File: src/rtl/weight_ram_pkg.sv
// rtl/weight_ram_pkg.sv - shared types and helpers for the banked weight store
// Parity storage is compiled in when WEIGHT_RAM_PARITY_EN is defined.
package weight_ram_pkg;

  typedef enum logic {
    ST_CLEAR = 1'b0,
    ST_IDLE  = 1'b1
  } ram_state_t;

`ifdef WEIGHT_RAM_PARITY_EN
  localparam int PAR_W = 1;
`else
  localparam int PAR_W = 0;
`endif

  function automatic int clog2(input int value);
    int result;
    result = 0;
    for (int i = 0; i < 31; i++) begin
      if ((1 << i) < value) result = i + 1;
    end
    return result;
  endfunction

  function automatic int row_w(input int addr_w, input int banks);
    return addr_w - clog2(banks);
  endfunction

  function automatic logic even_parity(input logic [31:0] data);
    return ^data;
  endfunction

endpackage

File: src/rtl/weight_ram_bank.sv
// rtl/weight_ram_bank.sv - one weight bank: single write port, registered read port
// Collisions on the same row return the incoming write data (write-first).
module weight_ram_bank
  import weight_ram_pkg::*;
#(
  parameter int WORD_W = 2,
  parameter int DEPTH  = 256,
  parameter int ROW_W  = 8
) (
  input  logic              clk,
  input  logic              rst,
  input  logic              we_i,
  input  logic [ROW_W-1:0]  waddr_i,
  input  logic [WORD_W-1:0] wdata_i,
  input  logic              re_i,
  input  logic [ROW_W-1:0]  raddr_i,
  output logic [WORD_W-1:0] rdata_o
);

  logic [WORD_W-1:0] mem_q [DEPTH];
  logic [WORD_W-1:0] rdata_q;

  // The array itself is deliberately not reset; the sweep FSM clears it.
  always_ff @(posedge clk) begin
    if (we_i) mem_q[waddr_i] <= wdata_i;
  end

  always_ff @(posedge clk or posedge rst) begin
    if (rst) begin
      rdata_q <= '0;
    end else if (re_i) begin
      rdata_q <= (we_i && (waddr_i == raddr_i)) ? wdata_i : mem_q[raddr_i];
    end
  end

  assign rdata_o = rdata_q;

endmodule

File: src/rtl/weight_ram_banked.sv
// rtl/weight_ram_banked.sv - banked ternary-weight store with row-wide reads and clear sweep
// Define WEIGHT_RAM_PARITY_EN to store and check a per-word even-parity bit.
module weight_ram_banked
  import weight_ram_pkg::*;
#(
  parameter int DATA_WIDTH = 2,
  parameter int ADDR_WIDTH = 10,
  parameter int NUM_NEURON = 1024,
  parameter int NUM_BANKS  = 4,
  localparam int ROW_W     = row_w(ADDR_WIDTH, NUM_BANKS)
) (
  input  logic                            clk,
  input  logic                            reset,
  input  logic                            init_start,
  output logic                            init_busy,
  input  logic                            we,
  input  logic [ADDR_WIDTH-1:0]           ain,
  input  logic [DATA_WIDTH-1:0]           din,
  input  logic                            wr_inject,
  input  logic                            re,
  input  logic [ROW_W-1:0]                aout,
  output logic                            rvalid,
  output logic [NUM_BANKS*DATA_WIDTH-1:0] dout,
  output logic [NUM_BANKS-1:0]            rd_perr
);

  localparam int NUM_ROWS = NUM_NEURON / NUM_BANKS;
  localparam int WORD_W   = DATA_WIDTH + PAR_W;
  localparam logic [ROW_W-1:0] LAST_ROW = ROW_W'(NUM_ROWS - 1);

  ram_state_t        state_q, state_d;
  logic [ROW_W-1:0]  cnt_q, cnt_d;
  logic              rvalid_q, oor_q;

  logic              clearing, idle;
  logic [31:0]       ain_ext, wr_lane;
  logic [ROW_W-1:0]  wr_row;
  logic              wr_ok, rd_oor, rd_go;
  logic [WORD_W-1:0] wr_word;
  logic [WORD_W-1:0] bank_rdata [NUM_BANKS];

  always_ff @(posedge clk or posedge reset) begin
    if (reset) begin
      state_q <= ST_CLEAR;
      cnt_q   <= '0;
    end else begin
      state_q <= state_d;
      cnt_q   <= cnt_d;
    end
  end

  always_comb begin
    state_d = state_q;
    cnt_d   = cnt_q;
    case (state_q)
      ST_CLEAR: begin
        cnt_d = cnt_q + 1'b1;
        if (cnt_q == LAST_ROW) begin
          state_d = ST_IDLE;
          cnt_d   = '0;
        end
      end
      ST_IDLE: begin
        if (init_start) begin
          state_d = ST_CLEAR;
          cnt_d   = '0;
        end
      end
      default: state_d = ST_CLEAR;
    endcase
  end

  assign clearing  = (state_q == ST_CLEAR);
  assign idle      = (state_q == ST_IDLE);
  assign init_busy = clearing;

  // Power-of-two divide/modulo reduce to the row/bank bit fields of ain.
  assign ain_ext = 32'(ain);
  assign wr_lane = ain_ext % 32'(NUM_BANKS);
  assign wr_row  = ROW_W'(ain_ext / 32'(NUM_BANKS));
  assign wr_ok   = we && idle && (ain_ext < 32'(NUM_NEURON));
  assign rd_oor  = 32'(aout) >= 32'(NUM_ROWS);
  assign rd_go   = re && idle && !rd_oor;

`ifdef WEIGHT_RAM_PARITY_EN
  assign wr_word = {even_parity(32'(din)) ^ wr_inject, din};
`else
  logic unused_wr_inject;
  assign unused_wr_inject = wr_inject;
  assign wr_word          = din;
`endif

  always_ff @(posedge clk or posedge reset) begin
    if (reset) begin
      rvalid_q <= 1'b0;
      oor_q    <= 1'b0;
    end else begin
      rvalid_q <= re && idle;
      if (re && idle) oor_q <= rd_oor;
    end
  end

  assign rvalid = rvalid_q;

  for (genvar b = 0; b < NUM_BANKS; b++) begin : g_bank
    logic bank_we;
    assign bank_we = clearing || (wr_ok && (wr_lane == 32'(b)));

    weight_ram_bank #(
      .WORD_W (WORD_W),
      .DEPTH  (NUM_ROWS),
      .ROW_W  (ROW_W)
    ) u_bank (
      .clk     (clk),
      .rst     (reset),
      .we_i    (bank_we),
      .waddr_i (clearing ? cnt_q : wr_row),
      .wdata_i (clearing ? '0 : wr_word),
      .re_i    (rd_go),
      .raddr_i (aout),
      .rdata_o (bank_rdata[b])
    );

    assign dout[b*DATA_WIDTH +: DATA_WIDTH] = oor_q ? '0 : bank_rdata[b][DATA_WIDTH-1:0];

`ifdef WEIGHT_RAM_PARITY_EN
    // Stored word includes its parity bit, so a clean word has even overall parity.
    assign rd_perr[b] = !oor_q && even_parity(32'(bank_rdata[b]));
`endif
  end

`ifndef WEIGHT_RAM_PARITY_EN
  assign rd_perr = '0;
`endif

endmodule

File: config.mk
export PLATFORM = sky130hd
export DESIGN_NAME = weight_ram_banked
export DESIGN_NICKNAME = d
export VERILOG_FILES = /design/src/rtl/weight_ram_pkg.sv /design/src/rtl/weight_ram_bank.sv /design/src/rtl/weight_ram_banked.sv
export SDC_FILE = /design/constraint.sdc
export NUM_CORES = 2
export LEC_CHECK = 0
export ABC_AREA = 1
export CAP_MARGIN = 20
export CELL_PAD_IN_SITES_DETAIL_PLACEMENT = 0
export CELL_PAD_IN_SITES_GLOBAL_PLACEMENT = 1
export CORE_UTILIZATION = 55
export CTS_CLUSTER_DIAMETER = 80
export DETAILED_ROUTE_END_ITERATION = 7
export GPL_ROUTABILITY_DRIVEN = 0
export HOLD_SLACK_MARGIN = 0.02
export PLACE_DENSITY_LB_ADDON = 0.2
export SYNTH_ARGS = -nofsm -noshare
export SYNTH_HDL_FRONTEND = slang
export SYNTH_SLANG_ARGS = --single-unit
File: constraint.sdc
create_clock -name clk -period 29.4 [get_ports clk]
set_input_delay 5.88 -clock clk [delete_from_list [all_inputs] [get_ports clk]]
set_output_delay 5.88 -clock clk [all_outputs]
set_load 0.05 [all_outputs]
# [After elaboration in Yosys (flattened, before gate mapping)]
# Memories as Yosys holds them, arrays and structs flattened. A register that Yosys moved wholly into a read port is not among the register bits.
# Index checks and enable logic that the tools add are counted.
[op_classes] addsub=1 n_lt_le_gt_ge=1 eq_ne=5 mux=16 bitwise=1 n_reduce_logical=12
[op_table] cell="$logic_not 32->1" n=1
[op_table] cell="$mux 8" n=3
[op_table] cell="$pmux 8 s2" n=1
[op_table] cell="$lt 10x11->1 const B" n=1
[op_table] cell="$mux 1" n=10
[op_table] cell="$add 8x1->8 const B" n=1
[op_table] cell="$eq 8x8->1 const B" n=1
[op_table] cell="$logic_and 1x1->1" n=7
[op_table] cell="$eq 2x2->1 const B" n=2
[op_table] cell="$logic_or 1x1->1" n=4
[op_table] cell="$eq 2x1->1 const B" n=1
[op_table] cell="$mux 2" n=1
[op_table] cell="$ne 2x2->1 const B" n=1
[op_table] cell="$pmux 1 s2" n=1
[op_table] cell="$not 1->1" n=1
[word_totals] ff_bits=10 ramBits=2048 mem_count=4
[memory_table] name="g_bank[0].u_bank.mem_q" words=256 word_bits=2 read_ports=1 rd_clocked_by_memory_dff=1 wr=1 line_no="weight_ram_bank.sv:20" source="logic [WORD_W-1:0] mem_q [DEPTH];"
[memory_table] name="g_bank[1].u_bank.mem_q" words=256 word_bits=2 read_ports=1 rd_clocked_by_memory_dff=1 wr=1 line_no="weight_ram_bank.sv:20"
[memory_table] name="g_bank[2].u_bank.mem_q" words=256 word_bits=2 read_ports=1 rd_clocked_by_memory_dff=1 wr=1 line_no="weight_ram_bank.sv:20"
[memory_table] name="g_bank[3].u_bank.mem_q" words=256 word_bits=2 read_ports=1 rd_clocked_by_memory_dff=1 wr=1 line_no="weight_ram_bank.sv:20"

# [Longest topological paths before layout]
[depth] ltp_word=6 ltp_mapped=17

# [Hierarchy]
# A second synthesis with hierarchy kept.
[unflattened] hier_cells=8431 area_unflattened_um2=89548.4
[modules_own_cells] module="weight_ram_bank" n_inst=4 cells_per_inst=2081 area_per_inst_um2=22205.0 seq_area_each_um2=15424.8
[modules_own_cells] module="weight_ram_banked" n_inst=1 cells_per_inst=107 area_per_inst_um2=728.2 seq_area_each_um2=250.2

# [Worst setup path after synthesis]
# No wires, ideal clock.
[synth_timing] path_type="input -> register" from="input din[0]" to="memory g_bank[0].u_bank.mem_q[0][0], data pin" arrival_time_ps=16860 required_time_ps=26903 slack_ps=10043 path_stages=2 n_path_buf=0 path_cell_list="nand2_1 > inv_1"
[synth_between] elab_chain_cells=1
[synth_rtl] item="start: declaration" line_no="weight_ram_banked.sv:18" source="input logic [DATA_WIDTH-1:0] din,"
[synth_rtl] item="$mux 2" line_no="weight_ram_banked.sv:118" source=".wdata_i (clearing ? '0 : wr_word),"
[synth_rtl] item="net g_bank[0].u_bank.wdata_i[0]" line_no="weight_ram_bank.sv:14" source="input logic [WORD_W-1:0] wdata_i,"
[synth_rtl] item="end: declaration" line_no="weight_ram_bank.sv:20"
# The timed path passes the listed nets, and every way through them passes these cells.

==> qor.json <==
{
  "outcome": {"value": "finished, final reports clean"},
  "synth_seq_area_share": {"value": 70.2, "unit": "%"},
  "footprint_of_the_multi_input_gates": {"value": 23700, "unit": "µm²"},
  "detail_route.wl_per_cell": {"value": 22.7, "unit": "µm"},
  "number_of_global_route_vias_before_repair": {"value": 57741},
  "timing.max_slew.rel_slack": {"value": 23.6, "unit": "%"},
  "vias_per_cell": {"value": 5.90},
  "stdcell_area": {"value": 96100, "unit": "µm²"},
  "drt_iter0_drc": {"value": 6897},
  "synth_area_per_cell": {"value": 10.7, "unit": "µm²"},
  "routedLengthMet1": {"value": 96200, "unit": "µm"},
  "critical_path.most_common_cell": {"value": "nand3_1"},
  "timing.critical_path.required": {"value": 30.16, "unit": "ns"},
  "placement.setup.worst_slack": {"value": 17.93, "unit": "ns"},
  "report.power.total": {"value": 6.50, "unit": "mW"},
  "grtUsageTotal": {"value": 28.6, "unit": "%"},
  "cts_tree": {"value": "done"},
  "post_cts_repair_timing_setup_buffer_count": {"value": 0},
  "num_io_pins": {"value": 40},
  "via_total_after_detailed_routing": {"value": 60328},
  "detailed_place_hpwl": {"value": 133000, "unit": "µm"},
  "ff_latch_area": {"value": 61900, "unit": "µm²"},
  "clock_tree.root_cell": {"value": "clkbuf_16"},
  "cts_buffer_depth": {"value": 3},
  "slew_viol_final": {"value": 0},
  "routed-wl-met3": {"value": 19500, "unit": "µm"},
  "hold_class": {"value": "register to register"},
  "initial_antenna_violation_count": {"value": 8},
  "setup_ws": {"value": 18.73, "unit": "ns"},
  "synthToLayoutAreaGrowth": {"value": 8.82, "unit": "%"},
  "worst_hold_startpoint": {"value": "g_bank[3].u_bank.rdata_o[1]"},
  "layout_worst_path_cycle_share": {"value": 36.3, "unit": "%"},
  "clock_tree.htree_level_count": {"value": 4},
  "cts.clk_slew.worst_paths": {"value": 0.06, "unit": "ns"},
  "placementRows": {"value": 146},
  "period_minus_slack": {"value": 10.67, "unit": "ns"},
  "mostFrequentLayoutCells": {"value": "2381 x nand2_1, 2048 x edfxtp_1, 2034 x nand3_1, 1030 x nor2_1, 209 x clkbuf_16"},
  "timing.critical_path.slowest_cell_delay": {"value": 1.00, "unit": "ns"},
  "end_kind": {"value": "register"},
  "grt_overflow_total": {"value": 0},
  "grt_setup_unrepaired": {"value": "false"},
  "critical_path.startpoint_type": {"value": "primary input"},
  "async_flop_share": {"value": 0.871, "unit": "%"},
  "drt_pass1_iterations": {"value": 7},
  "path_buf_inv": {"value": 5},
  "ys_seq_elements": {"value": 2066},
  "r2r-start": {"value": "idle"},
  "synth.yosys.warnings": {"value": 0},
  "finalNonFillerCells": {"value": 10227},
  "first_pass_grt_wire_length": {"value": 347000, "unit": "µm"},
  "post_synth_main_area_contributors": {"value": "edfxtp_1 70%, nand3_1 12%, nand2_1 10%"},
  "setup_viol": {"value": 0},
  "power.ir.vdd_worst": {"value": 76.3, "unit": "µV"},
  "skew": {"value": 0.0293, "unit": "ns"},
  "clkSinkCount": {"value": 2066},
  "syn_area": {"value": 88300, "unit": "µm²"},
  "floorplan.initialDensity": {"value": 55.6, "unit": "%"},
  "insertion_delay": {"value": 0.84, "unit": "ns"},
  "fin_nets": {"value": 8011},
  "fraction_of_final_layout_cells_sized_beyond_drive_strength_1": {"value": 5.30, "unit": "%"},
  "postLayoutCoreUtil": {"value": 60.5, "unit": "%"},
  "holdPathEnd": {"value": "g_bank[3].u_bank.rdata_o[1]"},
  "critPathTopFamily": {"value": "buffers and inverters"},
  "cts.repair.resized": {"value": 0},
  "netlist_instances": {"value": 8246},
  "path_max_fanout": {"value": 133},
  "cts_buf_count": {"value": 207},
  "worst_r2r_path_depth": {"value": 5},
  "design.die.area": {"value": 162000, "unit": "µm²"},
  "timing.final.hold_violations": {"value": 0},
  "arrival": {"value": 11.44, "unit": "ns"},
  "placed_cell_area": {"value": 89600, "unit": "µm²"},
  "totalWireLength": {"value": 233000, "unit": "µm"},
  "setup.reg_to_reg.worst_slack": {"value": 24.79, "unit": "ns"},
  "route.antenna.remaining_nets": {"value": 0},
  "drv.max_cap_violation_count": {"value": 0},
  "layout_commonest_cell": {"value": "nand2_1"},
  "holdWs": {"value": 0.490, "unit": "ns"},
  "total_leakage_power": {"value": 36.1, "unit": "nW"},
  "number_of_enable_flip_flop_cells_after_synthesis": {"value": 2048},
  "io_buffer_count": {"value": 34},
  "grt_max_degree": {"value": 219},
  "die_width": {"value": 403, "unit": "µm"},
  "critPathSlowestCell": {"value": "buf_4"},
  "power_density": {"value": 67.6, "unit": "nW/µm²"},
  "remaining_routing_drc_violations": {"value": 0},
  "placedCellCount": {"value": 9846},
  "placeableCoreArea": {"value": 159000, "unit": "µm²"},
  "top_layer_used": {"value": "met5"},
  "dominantRegCellSynth": {"value": "edfxtp_1"},
  "worst_r2r_endpoint": {"value": "g_bank[2].u_bank.mem_q[168][1]"},
  "finalSetupTns": {"value": 0, "unit": "ns"},
  "post_cts_hold_buffer_count": {"value": 0},
  "fmax": {"value": 93.7, "unit": "MHz"},
  "timing.critical_path.cells": {"value": "buf_8 -> inv_8 -> buf_4 -> buf_4 -> buf_4 -> nand2_1 -> nand3_1 -> nand3_1 -> nand3_1 -> nand3_1 -> nand3_1 -> nand3_1 -> nand3_1 -> nand2_1 -> nand2_1 -> nand2_1 -> nand2_1"},
  "min_path_cells": {"value": 2},
  "worstMarginPinSlew": {"value": 1.15, "unit": "ns"},
  "timing.setup.critical_path_class": {"value": "primary input to register"},
  "nFillCells": {"value": 13045},
  "synth.largest_area_cell": {"value": "edfxtp_1"},
  "synth.top_cell.area_share": {"value": 69.7, "unit": "%"},
  "wl_met2": {"value": 109000, "unit": "µm"},
  "yosys.cell_types.count": {"value": 30},
  "chipHeight": {"value": 403, "unit": "µm"}
}
-- tightest hold or removal path: cells and delay by family (launching register included) --
kind             cells  cell delay (ns)
flip-flops           1             0.34
AND/OR/NAND/NOR      2             0.11
-- synth_stat cells, types with 2 or more instances --
library cell / count
a21oi_1: 2
o21a_1: 4
xor2_1: 8
dfrtp_1: 18
buf_2: 244
clkinv_1: 4
a31oi_1: 4
nor2_1: 1034
o22ai_1: 6
nand4_1: 2
edfxtp_1: 2048
buf_1: 79
nand3_1: 2034
buf_4: 11
inv_2: 11
o21ai_1: 10
or2_1: 4
nor2_2: 29
nand2_1: 2381
inv_1: 33
nand2_2: 4
buf_6: 4
nor3_1: 3
clkbuf_1: 263
-- worst max path at each step --
stage	start	end	slack [ns]	depth (start not counted)
3_3_place_gp	aout[0]	g_bank[0].u_bank.rdata_o[1]	18.03	17
3_5_place_dp	aout[0]	g_bank[0].u_bank.rdata_o[1]	17.93	17
6_report	aout[0]	g_bank[0].u_bank.rdata_o[1]	18.73	17
2_1_floorplan	din[0]	g_bank[0].u_bank.mem_q[0][0]	10.04	2
4_1_cts	aout[0]	g_bank[0].u_bank.rdata_o[1]	18.79	17
5_1_grt	aout[0]	g_bank[0].u_bank.rdata_o[1]	18.37	17
-- routing by layer --
metal,vias up,GRT usage (%)
met5,-,0
met4,4,9.85
met3,431,4.21
met2,2362,45.7
met1,29466,40.3
li1,28065,-
-- power by group --
part           switching [mW]  leakage, nW  internal, mW  total [mW]
clock network            1.09         3.15          1.44        2.53
registers              0.0158         19.1          3.29        3.31
logic                   0.533         13.8         0.125       0.658
total                    1.64         36.1          4.86        6.50
-- cells by family after synthesis --
kind of cell	share of synthesized area (%)
and+or+nand+nor	26.3
DFF	70.2
AOI/OAI and AO/OA	0.188
adders and majority gates	0.0142
buffers and inverters	3.19
other	0.00425
xor gates and xnor gates	0.0893
-- layout make-up --
class	instances	area share, %
Antenna cell	2	0.00521
Clock buffer	272	5.71
Clock inverter	106	0.998
Inverter	49	0.245
Multi-Input combinational cell	5533	24.6
Sequential cell	2066	64.5
Tap cell	2072	2.70
Timing Repair Buffer	127	1.22
-- state kept, by name, indices dropped and copies added (netlist names) --
signal / flops
cnt_q: 8
g_bank.u_bank.rdata_o: 8
g_bank.u_bank.mem_q: 2048
rvalid: 1
idle: 1
No activity file was read; power rests on OpenSTA's default activity.
